### config.mk
export PLATFORM = sky130hd
export DESIGN_NAME = mac_seq_ctrl
export DESIGN_NICKNAME = d
export VERILOG_FILES = /design/src/rtl/mac_seq_ctrl.sv
export SDC_FILE = /design/constraint.sdc
export NUM_CORES = 2
export LEC_CHECK = 0
export BUFFER_PORTS_ARGS = -buffer_cell sky130_fd_sc_hd__buf_2
export CAP_MARGIN = 20
export CELL_PAD_IN_SITES_DETAIL_PLACEMENT = 1
export CELL_PAD_IN_SITES_GLOBAL_PLACEMENT = 1
export CORE_ASPECT_RATIO = 1.2
export CORE_UTILIZATION = 38
export CTS_CLUSTER_DIAMETER = 80
export DETAILED_ROUTE_END_ITERATION = 16
export PLACE_DENSITY_LB_ADDON = 0.1
export SYNTH_ARGS = -nofsm -noshare
export SYNTH_HDL_FRONTEND = slang
export SYNTH_SLANG_ARGS = --single-unit
### constraint.sdc
create_clock -name clk -period 3.2 [get_ports clk]
set_input_delay 0.8 -clock clk [delete_from_list [all_inputs] [get_ports clk]]
set_output_delay 0.8 -clock clk [all_outputs]
set_load 0.02 [all_outputs]
### src/rtl/mac_seq_ctrl.sv
// Sequencer for a 4-lane signed 8-bit MAC datapath: buffers packed A/B operands,
// steps the datapath one entry per mac_start and hands back the four accumulators.
module mac_seq_ctrl #(
  parameter int DEPTH = 16,
  parameter int AW    = 4
) (
  input  logic          clk,
  input  logic          rst_n,
  input  logic          wr_en,
  input  logic [AW-1:0] wr_addr,
  input  logic [31:0]   wr_a,
  input  logic [31:0]   wr_b,
  input  logic [AW:0]   len,
  input  logic          go,
  output logic          busy,
  output logic          err,
  output logic          mac_clr,
  output logic          mac_start,
  output logic [31:0]   mac_a,
  output logic [31:0]   mac_b,
  input  logic          mac_done,
  input  logic [127:0]  mac_o,
  output logic          res_valid,
  input  logic          res_ready,
  output logic [127:0]  res_data
);

  typedef enum logic [2:0] {S_IDLE, S_CLEAR, S_ISSUE, S_WAIT, S_OUT} state_t;

  localparam logic [AW:0] DEPTH_L = (AW+1)'(DEPTH);

  state_t        state_q, state_d;
  logic [AW-1:0] idx_q, idx_d;
  logic [AW:0]   k_q, k_d;
  logic [63:0]   mem_q [DEPTH];

  logic          busy_q, busy_d;
  logic          err_q, err_d;
  logic          mac_clr_q, mac_clr_d;
  logic          mac_start_q, mac_start_d;
  logic [31:0]   mac_a_q, mac_a_d;
  logic [31:0]   mac_b_q, mac_b_d;
  logic          res_valid_q, res_valid_d;
  logic [127:0]  res_data_q, res_data_d;

  // Operand buffer: entry = {B, A}; frozen whenever a run is in flight.
  always_ff @(posedge clk or negedge rst_n) begin
    if (!rst_n) begin
      for (int i = 0; i < DEPTH; i++) mem_q[i] <= '0;
    end else if (wr_en && !busy_q) begin
      mem_q[wr_addr] <= {wr_b, wr_a};
    end
  end

  always_comb begin
    state_d    = state_q;
    idx_d      = idx_q;
    k_d        = k_q;
    res_data_d = res_data_q;
    err_d      = 1'b0;
    case (state_q)
      S_IDLE: begin
        if (go) begin
          if (len != '0 && len <= DEPTH_L) begin
            state_d = S_CLEAR;
            k_d     = len;
            idx_d   = '0;
          end else begin
            err_d = 1'b1;
          end
        end
      end
      S_CLEAR: state_d = S_ISSUE;
      S_ISSUE: state_d = S_WAIT;
      S_WAIT: begin
        if (mac_done) begin
          if ({1'b0, idx_q} == k_q - 1'b1) begin
            res_data_d = mac_o;
            state_d    = S_OUT;
          end else begin
            idx_d   = idx_q + 1'b1;
            state_d = S_ISSUE;
          end
        end
      end
      S_OUT: begin
        if (res_ready) state_d = S_IDLE;
      end
      default: state_d = S_IDLE;
    endcase

    // Outputs are decoded from the next state so they line up with the state register.
    busy_d      = (state_d != S_IDLE);
    mac_clr_d   = (state_d == S_CLEAR);
    mac_start_d = (state_d == S_ISSUE);
    res_valid_d = (state_d == S_OUT);
    mac_a_d     = '0;
    mac_b_d     = '0;
    if (state_d == S_ISSUE || state_d == S_WAIT) begin
      mac_a_d = mem_q[idx_d][31:0];
      mac_b_d = mem_q[idx_d][63:32];
    end
  end

  always_ff @(posedge clk or negedge rst_n) begin
    if (!rst_n) begin
      state_q     <= S_IDLE;
      idx_q       <= '0;
      k_q         <= '0;
      busy_q      <= 1'b0;
      err_q       <= 1'b0;
      mac_clr_q   <= 1'b0;
      mac_start_q <= 1'b0;
      mac_a_q     <= '0;
      mac_b_q     <= '0;
      res_valid_q <= 1'b0;
      res_data_q  <= '0;
    end else begin
      state_q     <= state_d;
      idx_q       <= idx_d;
      k_q         <= k_d;
      busy_q      <= busy_d;
      err_q       <= err_d;
      mac_clr_q   <= mac_clr_d;
      mac_start_q <= mac_start_d;
      mac_a_q     <= mac_a_d;
      mac_b_q     <= mac_b_d;
      res_valid_q <= res_valid_d;
      res_data_q  <= res_data_d;
    end
  end

  assign busy      = busy_q;
  assign err       = err_q;
  assign mac_clr   = mac_clr_q;
  assign mac_start = mac_start_q;
  assign mac_a     = mac_a_q;
  assign mac_b     = mac_b_q;
  assign res_valid = res_valid_q;
  assign res_data  = res_data_q;

endmodule

==> impl_results.md <==
* Final Instance Area at 68200 um^2
* Clock root cell: clkbuf_16
* Die Area at 146000 um^2
* Fin. Hold Viols at 0
* Die Ht at 418 um
* Syn_nets at 4284
* Nature of the critical path startpoint: flip-flop
* Core area at 143000 um^2
* Global route overflow at 0
* Routed len/inst at 28.3 um
* Final worst slack at -0.211 ns
* P per Cell Area at 984 nW/um^2
* Dpl hpwl at 112 mm
* Clk Latency, worst-skew pair at 0.78 ns
* Sequential power share at 0.318
* Failing checks: setup timing
* Post-synthesis register bit count at 1233
* Vias in the first global route at 41.2k
* Final net count at 4829
* Initial DRC count at 2276
* Worst VDD drop at 0.584 mV
* Clock power frac at 0.243
* GRT Util Overall at 0.255
* Fraction of registers with async set/reset at 1.00
* Status: complete, but fails checks
* Cell Rows at 152
* Slew Limit Fails at 0
* Vias at 38.1k
* RSZ-0062 raised after global routing: true
* Period Utilization, post-route at 1.07
* Yosys top cell by area: dfrtp_1
* CTS tree: yes
* Die W at 349 um
* Min Tclk post-route at 3.41 ns
* Switch share at 0.373
* Top_reg_cell synth: dfrtp_1
* Pre-antenna DRT Iters at 6
* Seq/Total Area, Yosys at 0.563
* Achievable clock frequency at 0.293 GHz
* Drt drc at 0
* Layout cells sized above 1 at 0.507
* Routed Antenna Nets at 0
* Hold Slack at 0.243 ns
* # Max-Cap Violations at 0
* Min-delay worst type: input port to flip-flop
* Syn Std Cell Area at 54800 um^2
* Worst-path maximum fanout at 5
* Vias per cell at 5.73
* Crit path DAT at 4.05 ns
* Comb pwr share at 0.440
* Internal at 42100 uW
* RePlAce Congestion at 0.775
* Count of endpoints failing setup in the final report at 49
* Mean post-synth cell area at 13.5 um^2
* CTS HTree Levels at 4
* Clock Sinks at 1233
* Yosys cell types at 63
* Antenna violations before repair at 23
* Area contributors post-synth: dfrtp_1 (56%), mux2_2 (25%), clkbuf_1 (2.3%)
* Data required, critical path at 3.84 ns
* Critical Path Sink Type: flip-flop
* Static Leak at 0.0331 uW
* First-pass GRT wire length at 278 mm
* Placed Area at 61700 um^2
* Kind of critical path: flip-flop to flip-flop
* Yosys top cell area share at 0.563
* Total power at 67100 uW
* Slew @ Worst Pin at 0.882 ns
* Cells after Synth at 4075
* IO Count at 404
* Initial core utilization at 0.383
* TritonCTS buffer count at 139
* IO Port Bufs at 403
* Number of flops mapped to enable cells by yosys at 0
* Area Overhead vs Synth at 24.4%
* Clock Skews at 0.0245 ns
* Net Switching at 25000 uW
* Yosys warnings at 0
* Clock Path Buffers at 3
* Clock transition at path regs at 0.06 ns
* Post-Route WL at 188 mm
* Largest net degree at the start of global routing at 80
* Slew HR at 0.412
synth_stat cells (all sizes together), types with 4 or more instances:
master,n
clkbuf,340
or3,17
inv,7
a32o,52
nor2,15
nor2b,5
mux2,1247
xor2,4
buf,67
a222oi,51
o21ai,228
a31o,11
and3,108
a211oi,121
o211ai,64
o211a,12
a22o,53
a311oi,56
nand2,56
nand3,107
a221oi,22
dfrtp,1233
o32a,51
a21oi,57
nor3,5
mux2i,46
through the flow:
stage	setup slack, ns	utilization	TNS [ns]	std cells
finish	-0.211	0.477	-2.38	6658
global route	-0.261	0.477	-10.05	6652
CTS	-0.170	0.469	-4.10	6611
detailed placement	-0.578	0.431	-19.41	6328
global placement	-0.584	0.431	-19.34	6328
floorplan	0.00930	-	0	4075
cell type report:
class,instances,area (um^2)
fill,14400,74800
sequential,1233,30900
multi-input combinational,2427,23100
timing repair buffer,811,7200
clock buffer,197,4090
tap,1925,2410
clock inverter,50,508
inverter,8,43.8
antenna,7,17.5
what timing repair did:
action,in CTS,in global routing
hold buffers,1,0
gates cloned,9,13
buffers inserted,26,30
pin swaps,23,49
gates resized for setup,76,122
setup endpoints to repair,64,63
hold endpoints to repair,38,0
kinds of logic (layout without fill, tap and decap cells):
logic type	after synthesis	count (layout)	synth area share
buffers and inverters	415	1066	0.0307
DFF	1233	1233	0.563
AOI/OAI and AO/OA	794	794	0.107
other	0	7	0
muxes	1293	1293	0.265
xor gates and xnor gates	7	7	0.00112
adders and majority gates	2	2	0.000456
and+or+nand+nor	331	331	0.0328
flip-flops by register name (all words and copies together), names as in the netlist:
register and flops:
busy 1, err 1, idx_q 4, k_q 5, mac_a 32, mac_b 32
mac_clr 1, mac_start 1, mem_q 1024, res_data 128, res_valid 1, state_q 3
critical path, stage by stage, from the launching register on:
cell      delay, ns
dfrtp_1        0.36
inv_2          0.06
ha_4           0.17
xor2_1         0.16
or3_4          0.36
a311o_2        0.39
a21boi_4       0.19
buf_12         0.14
nor2_8         0.04
inv_8          0.08
buf_12         0.13
buf_8          0.12
mux2_4         0.30
a222oi_1       0.56
o211ai_1       0.19
placed cells by master, fill, tap and decap left out, types with 12 or more instances in the layout:
cell and count:
clkbuf_16 155, mux2i_1 46, clkbuf_1 23, buf_4 235, a221oi_2 17, o21ai_0 221
a311oi_1 55, o211ai_1 64, and3_1 105, a211oi_2 37, buf_6 21, clkbuf_8 31
a211oi_1 78, dfrtp_1 1233, mux2_2 1202, buf_16 12, nand2_1 46, mux2_4 31
or3_1 13, a21oi_1 55, a32o_1 51, o32a_1 51, nand3_1 105, mux2_1 14
a222oi_1 51, a22o_1 53, buf_12 116, buf_2 402, clkinv_2 31
path summary, 6_finish.rpt:
path / start / end / slack, ns / cells past startpoint
hold / removal: mac_o[39] / res_data[39]$_DFFE_PN0P_ / 0.24 / 2
hold reg to reg: mem_q[682]$_DFFE_PN0P_ / mem_q[682]$_DFFE_PN0P_ / 0.49 / 1
max in group asynchronous: rst_n / mem_q[935]$_DFFE_PN0P_ / 1.60 / 4
min in group asynchronous: rst_n / mem_q[968]$_DFFE_PN0P_ / 0.59 / 2
setup reg to reg: k_q[1]$_DFFE_PN0P_ / mac_a[10]$_DFF_PN0_ / -0.21 / 14
setup / recovery: k_q[1]$_DFFE_PN0P_ / mac_a[10]$_DFF_PN0_ / -0.21 / 14
routing by layer:
layer	wire, um	up-vias	GRT usage
li1	-	16400	-
met3	9980	280	0.0510
met5	110	-	0
met1	82700	20500	0.340
met2	90300	946	0.416
met4	5150	18	0.0775
power by group through the flow:
stage | combinational [uW] | sequential, uW | clock, uW
final | 29500 | 21300 | 16300
after global routing | 31100 | 21800 | 17300
after CTS | 27500 | 21300 | 16700
after detailed placement | 25300 | 21500 | 0
after global placement | 25100 | 21400 | 0
after floorplan | 12500 | 22100 | 0
Note: power is estimated with default switching activity, not from simulation.
